$ cat src/rtl/sched_pkg.sv
// Shared types and defaults for the node scheduler.
// Holds the FSM state encoding, the default parameter values and a
// width helper used by the scheduler and its ticker.
package sched_pkg;

   typedef enum logic [2:0] {
      ST_IDLE,
      ST_SAMPLE,
      ST_STORE,
      ST_FETCH,
      ST_LOAD,
      ST_SEND,
      ST_WAIT
   } state_t;

   localparam int DEF_PERIOD  = 100;
   localparam int DEF_DEPTH   = 16;
   localparam int DEF_BURST   = 8;
   localparam int DEF_TIMEOUT = 255;

   // Bit width needed to hold values 0..v-1, never less than one bit.
   function automatic int clog2_min1(input int v);
      return (v <= 2) ? 1 : $clog2(v);
   endfunction

endpackage

$ cat src/rtl/sched_ticker.sv
// Sample-interval ticker for the node scheduler.
// Counts 0..PERIOD-1 while enabled (held at 0 otherwise); each wrap
// raises tick_pend, which stays set until the FSM consumes it.
module sched_ticker
   import sched_pkg::*;
#(
   parameter int PERIOD = DEF_PERIOD
) (
   input  logic clk,
   input  logic rst,
   input  logic enable,
   input  logic tick_clr,
   output logic tick_pend
);

   localparam int CW = clog2_min1(PERIOD);

   logic [CW-1:0] cnt_reg;
   logic          wrap;

   assign wrap = enable && (cnt_reg == CW'(PERIOD - 1));

   // Period counter: frozen at zero while the node is disabled.
   always_ff @(posedge clk or posedge rst) begin
      if (rst) begin
         cnt_reg <= '0;
      end else if (!enable || wrap) begin
         cnt_reg <= '0;
      end else begin
         cnt_reg <= cnt_reg + 1'b1;
      end
   end

   // Pending-tick latch: a new wrap wins over a same-cycle clear so it is not lost.
   always_ff @(posedge clk or posedge rst) begin
      if (rst) begin
         tick_pend <= 1'b0;
      end else if (wrap) begin
         tick_pend <= 1'b1;
      end else if (tick_clr) begin
         tick_pend <= 1'b0;
      end
   end

endmodule

$ cat src/rtl/node_scheduler.sv
// Sensor-node scheduler: periodically samples a sensor into a ring buffer
// held in external memory and drains it to a radio in bursts.
// Optional feature: define SCHED_WATCHDOG_EN to bound the radio-busy wait
// with a TIMEOUT-cycle watchdog that aborts the burst and sets timeout_err.
module node_scheduler
   import sched_pkg::*;
#(
   parameter int         PERIOD  = DEF_PERIOD,
   parameter int         DEPTH   = DEF_DEPTH,
   parameter int         BURST   = DEF_BURST,
   parameter logic [7:0] BASE    = 8'h00,
   parameter int         TIMEOUT = DEF_TIMEOUT
) (
   input  logic                   clk,
   input  logic                   rst,
   input  logic                   enable,
   output logic                   sensor_enable,
   input  logic [7:0]             sensor_data,
   output logic [7:0]             mem_address,
   output logic [7:0]             mem_wdata,
   output logic                   mem_write,
   output logic                   mem_read,
   input  logic [7:0]             mem_rdata,
   output logic                   radio_enable,
   output logic                   radio_send,
   output logic [7:0]             radio_data,
   input  logic                   radio_busy,
   output logic                   busy,
   output logic [$clog2(DEPTH):0] fill,
   output logic                   overflow,
   output logic                   timeout_err
);

   localparam int AW = clog2_min1(DEPTH);
   localparam int FW = $clog2(DEPTH) + 1;

   state_t        state_reg;
   logic [AW-1:0] wr_ptr_reg;
   logic [AW-1:0] rd_ptr_reg;
   logic [FW-1:0] fill_reg;
   logic [7:0]    burst_cnt_reg;
   logic          burst_active_reg;
   logic          radio_enable_reg;
   logic [7:0]    radio_data_reg;
   logic [7:0]    mem_address_reg;
   logic          overflow_reg;
   logic          tick_pend;
   logic          tick_clr;

   // Ring pointer advance; explicit wrap keeps DEPTH=1 correct too.
   function automatic logic [AW-1:0] ptr_inc(input logic [AW-1:0] p);
      return (p == AW'(DEPTH - 1)) ? '0 : p + 1'b1;
   endfunction

   // A pending tick is consumed exactly when IDLE dispatches it to SAMPLE.
   assign tick_clr = (state_reg == ST_IDLE) && tick_pend && enable;

   sched_ticker #(
      .PERIOD (PERIOD)
   ) u_ticker (
      .clk       (clk),
      .rst       (rst),
      .enable    (enable),
      .tick_clr  (tick_clr),
      .tick_pend (tick_pend)
   );

`ifdef SCHED_WATCHDOG_EN
   localparam int WW = clog2_min1(TIMEOUT + 1);
   logic [WW-1:0] wd_cnt_reg;
   logic          timeout_err_reg;
`endif

   // Main FSM: sequencing, ring-buffer bookkeeping and registered outputs.
   always_ff @(posedge clk or posedge rst) begin
      if (rst) begin
         state_reg        <= ST_IDLE;
         wr_ptr_reg       <= '0;
         rd_ptr_reg       <= '0;
         fill_reg         <= '0;
         burst_cnt_reg    <= '0;
         burst_active_reg <= 1'b0;
         radio_enable_reg <= 1'b0;
         radio_data_reg   <= '0;
         mem_address_reg  <= '0;
         overflow_reg     <= 1'b0;
`ifdef SCHED_WATCHDOG_EN
         wd_cnt_reg       <= '0;
         timeout_err_reg  <= 1'b0;
`endif
      end else begin
         case (state_reg)
            ST_IDLE: begin
               if (tick_pend && enable) begin
                  state_reg <= ST_SAMPLE;
               end else if (burst_active_reg) begin
                  if (enable && (fill_reg != '0) && (burst_cnt_reg != '0)) begin
                     state_reg       <= ST_FETCH;
                     mem_address_reg <= BASE + 8'(rd_ptr_reg);
                  end else begin
                     // Burst cut short (disabled or drained while a sample ran).
                     burst_active_reg <= 1'b0;
                     burst_cnt_reg    <= '0;
                     radio_enable_reg <= 1'b0;
                  end
               end else if (enable && (fill_reg >= FW'(BURST)) && !radio_busy) begin
                  burst_active_reg <= 1'b1;
                  burst_cnt_reg    <= 8'(BURST);
                  radio_enable_reg <= 1'b1;
                  state_reg        <= ST_FETCH;
                  mem_address_reg  <= BASE + 8'(rd_ptr_reg);
               end
            end

            ST_SAMPLE: begin
               // Address is set up here so it is stable throughout STORE.
               state_reg       <= ST_STORE;
               mem_address_reg <= BASE + 8'(wr_ptr_reg);
            end

            ST_STORE: begin
               wr_ptr_reg <= ptr_inc(wr_ptr_reg);
               if (fill_reg == FW'(DEPTH)) begin
                  // Full: the slot just written held the oldest entry.
                  rd_ptr_reg   <= ptr_inc(rd_ptr_reg);
                  overflow_reg <= 1'b1;
               end else begin
                  fill_reg <= fill_reg + 1'b1;
               end
               state_reg <= ST_IDLE;
            end

            ST_FETCH: begin
               state_reg <= ST_LOAD;
            end

            ST_LOAD: begin
               radio_data_reg <= mem_rdata;
               state_reg      <= ST_SEND;
            end

            ST_SEND: begin
               rd_ptr_reg    <= ptr_inc(rd_ptr_reg);
               fill_reg      <= fill_reg - 1'b1;
               burst_cnt_reg <= burst_cnt_reg - 1'b1;
               state_reg     <= ST_WAIT;
            end

            ST_WAIT: begin
               if (!radio_busy) begin
                  state_reg <= ST_IDLE;
                  if ((burst_cnt_reg == '0) || (fill_reg == '0) || !enable) begin
                     burst_active_reg <= 1'b0;
                     burst_cnt_reg    <= '0;
                     radio_enable_reg <= 1'b0;
                  end
`ifdef SCHED_WATCHDOG_EN
                  wd_cnt_reg <= '0;
`endif
               end
`ifdef SCHED_WATCHDOG_EN
               else if (wd_cnt_reg == WW'(TIMEOUT - 1)) begin
                  // Radio stuck busy: abandon the burst.
                  state_reg        <= ST_IDLE;
                  burst_active_reg <= 1'b0;
                  burst_cnt_reg    <= '0;
                  radio_enable_reg <= 1'b0;
                  timeout_err_reg  <= 1'b1;
                  wd_cnt_reg       <= '0;
               end else begin
                  wd_cnt_reg <= wd_cnt_reg + 1'b1;
               end
`endif
            end

            default: begin
               state_reg <= ST_IDLE;
            end
         endcase
      end
   end

`ifdef SCHED_WATCHDOG_EN
   assign timeout_err = timeout_err_reg;
`else
   assign timeout_err = 1'b0;
`endif

   // Strobes and the write-data gate are decoded straight from the state.
   assign sensor_enable = (state_reg == ST_SAMPLE);
   assign mem_write     = (state_reg == ST_STORE);
   assign mem_read      = (state_reg == ST_FETCH);
   assign radio_send    = (state_reg == ST_SEND);
   assign mem_wdata     = (state_reg == ST_STORE) ? sensor_data : 8'h00;

   // busy depends only on registered state, so it is as clean as the strobes.
   assign busy         = (state_reg != ST_IDLE) || burst_active_reg;
   assign mem_address  = mem_address_reg;
   assign radio_enable = radio_enable_reg;
   assign radio_data   = radio_data_reg;
   assign fill         = fill_reg;
   assign overflow     = overflow_reg;

endmodule

$ cat config.mk
export PLATFORM = sky130hd
export DESIGN_NAME = node_scheduler
export DESIGN_NICKNAME = d
export VERILOG_FILES = /design/src/rtl/sched_pkg.sv /design/src/rtl/sched_ticker.sv /design/src/rtl/node_scheduler.sv
export SDC_FILE = /design/constraint.sdc
export NUM_CORES = 1
export LEC_CHECK = 0
export ABC_AREA = 1
export CAP_MARGIN = 10
export CELL_PAD_IN_SITES_DETAIL_PLACEMENT = 1
export CELL_PAD_IN_SITES_GLOBAL_PLACEMENT = 1
export CORE_UTILIZATION = 34
export CTS_CLUSTER_SIZE = 20
export DETAILED_ROUTE_END_ITERATION = 10
export GPL_ROUTABILITY_DRIVEN = 0
export GPL_TIMING_DRIVEN = 0
export PLACE_DENSITY_LB_ADDON = 0.1
export SYNTH_ARGS = -nofsm -noshare
export SYNTH_HDL_FRONTEND = slang
export SYNTH_HIERARCHICAL = 1
export SYNTH_SLANG_ARGS = --single-unit
$ cat constraint.sdc
create_clock -name clk -period 1.9 [get_ports clk]
set_input_delay 0.38 -clock clk [delete_from_list [all_inputs] [get_ports clk]]
set_output_delay 0.38 -clock clk [all_outputs]
set_load 0.1 [all_outputs]
==> results_dict.tcl <==
set metrics [dict create \
    core_area_um2 7690 \
    grt_pass1_wl_um 11700 \
    area_growth_pct 41.7 \
    hold-worst-slack_ns 0.368 \
    wl_per_cell_um 12.9 \
    grt_max_degree 30 \
    vias_per_cell 4.64 \
    timing.final.hold_violations 0 \
    drv_slew 0 \
    critical_path_class "reg -> out" \
    ys.flop_type "dfrtp_1" \
    async_flop_share 1.00 \
    cts_max_level 2 \
    insertion_delay_ns 0.30 \
    io_pins 57 \
    fin_ws_ns -0.0140 \
    final_layout_size_suffix_gt1_frac 0.278 \
    slowest_delay_ns 0.47 \
    clk_path_buf_depth 2 \
    start_util 0.349 \
    detail-route-antenna-nets 0 \
    gr-total-overflow 0 \
    ys_ff_latch 47 \
    status "complete, but fails checks" \
    num-fill-cells 937 \
    slew-limit-headroom 0.372 \
    vias 2396 \
    nets 442 \
    end_kind "output pin" \
    cts.clk_slew.worst_paths_ns 0.09 \
    critPathMaxFanout 10 \
    ys_warn_count 6 \
    synth_edf_count 0 \
    rows 32 \
    cp.arrival_ns 1.53 \
    die_x_um 90.8 \
    yosys-top-cells-area "dfrtp_1, nand2_1, inv_1" \
    yosys.area.top_type "dfrtp_1" \
    port_buffers 51 \
    antennaDiodeCount 0 \
    cts_tree "done" \
    critPathLaunchType "flip-flop" \
    drt-initial-drc-count 79 \
    synthTopCellsByCount "nand2_1, inv_1, dfrtp_1, nor2_1, nand3_1" \
    r2r_slack_ns 0.07 \
    maxClockFrequency_ghz 0.522 \
    min_period_ns 1.91 \
    cp_cell_sequence "inv_4, nor3_4, buf_6, inv_8, nor2_4, buf_12" \
    seq_area_frac_synth 0.439 \
    synthCells 333 \
    yosysTopAreaCellShare 0.439 \
    clock-skew-final_ns 0.0114 \
    synth_most_common_cell "nand2_1" \
    cts_sinks 47 \
    cp_slowest_cell "dfrtp_2" \
    synth_area_um2 2680 \
    grt_antenna_before_repair 0 \
    cp_num_buf_inv 4 \
    period_share 1.01 \
    die_y_um 90.8 \
    synth_cell_types 35 \
    wirelength_um 6640 \
    path_delay_family "buffers and inverters" \
    maxCapViolCount 0 \
    synth_area_per_cell_um2 8.05 \
    cts_buffers 5 \
    tightest_slew_ns 0.946 \
    setup_violations 7 \
    grt_pass1_vias 2478 \
    die-area_um2 8240 \
    cp_data_required_time_ns 1.52 \
    violations "setup timing" \
    hold_class "in -> async" \
    hpwl_um 4780 \
    track_usage 0.174 \
    rsz0062_at_grt "yes" \
    drc 0 \
    dr.pass1.iters 4 \
    cts_root_buf "clkbuf_8" \
]
## layout make-up
cell class | count | area (um^2) | area share
buffer | 6 | 48.8 | 0.0129
clock buffer | 6 | 82.6 | 0.0217
clock inverter | 2 | 35.0 | 0.00923
inverter | 53 | 218 | 0.0573
multi-input combinational | 230 | 1370 | 0.360
sequential | 47 | 1180 | 0.312
tap | 102 | 128 | 0.0336
timing repair buffer | 70 | 733 | 0.193
## routing by layer
metal | vias up | share of wire | global-route usage
met1 | 1159 | 0.47 | 0.227
met5 | - | 0 | 0
met2 | 21 | 0.50 | 0.295
met4 | 0 | 0.011 | 0.0463
met3 | 7 | 0.020 | 0.0337
li1 | 1209 | - | -
## layout by cell type, fill, tap and decap left out, drive strengths merged, types with 10 or more instances in the layout
| cell | instances |
|---|---|
| xor2 | 11 |
| inv | 51 |
| nand2 | 77 |
| clkdlybuf4s15 | 10 |
| dfrtp | 47 |
| a21oi | 10 |
| nand3 | 23 |
| clkdlybuf4s50 | 18 |
| nor2 | 42 |
| o21ai | 26 |
| buf | 38 |
| clkbuf | 15 |
## cells by family (layout without fill, tap and decap cells)
kind of cell / Yosys count / count (layout) / synth area share
xor gates and xnor gates: 12 / 12 / 0.0392
AOI/OAI and AO/OA: 39 / 39 / 0.0784
muxes: 9 / 9 / 0.0378
and+or+nand+nor: 156 / 156 / 0.261
adders and majority gates: 9 / 9 / 0.0448
other: 1 / 5 / 0.00140
DFF: 47 / 47 / 0.439
buffers and inverters: 60 / 137 / 0.0985
## path summary, 6_finish.rpt
kind                                           from                          to  depth (start not counted)
max reg2reg                state_reg[0]$_DFFE_PP0P_         fill[4]$_DFFE_PP0P_                         11
min                                             rst  mem_address[3]$_DFFE_PP0P_                          2
min reg2reg                    overflow$_DFFE_PP0P_        overflow$_DFFE_PP0P_                          2
min in group clk               overflow$_DFFE_PP0P_        overflow$_DFFE_PP0P_                          2
max                        state_reg[1]$_DFFE_PP0P_                mem_wdata[5]                          6
max in group asynchronous                       rst    state_reg[1]$_DFFE_PP0P_                          3
## metrics by stage
step           std cells  worst slack, ns   util  setup TNS, ns  area, um^2
3_5_place_dp         491           -0.831  0.449         -11.83        3450
5_1_grt              516          -0.0907  0.494         -0.958        3800
2_1_floorplan        337           -0.731      -          -8.37        2800
6_report             516          -0.0140  0.494        -0.0497        3800
3_3_place_gp         490           -0.825  0.447         -29.21        3430
4_1_cts              510          -0.0602  0.488         -0.171        3750
## what timing repair did
action	4_1_cts	5_1_grt
buffers inserted	11	7
gates resized for setup	154	24
endpoints found under the setup margin	34	30
hold buffers	0	0
pin swaps	5	4
Power is left out: the tool's default activity adds up to more than one toggle a clock period on the data nets, which glitch-free logic cannot reach.
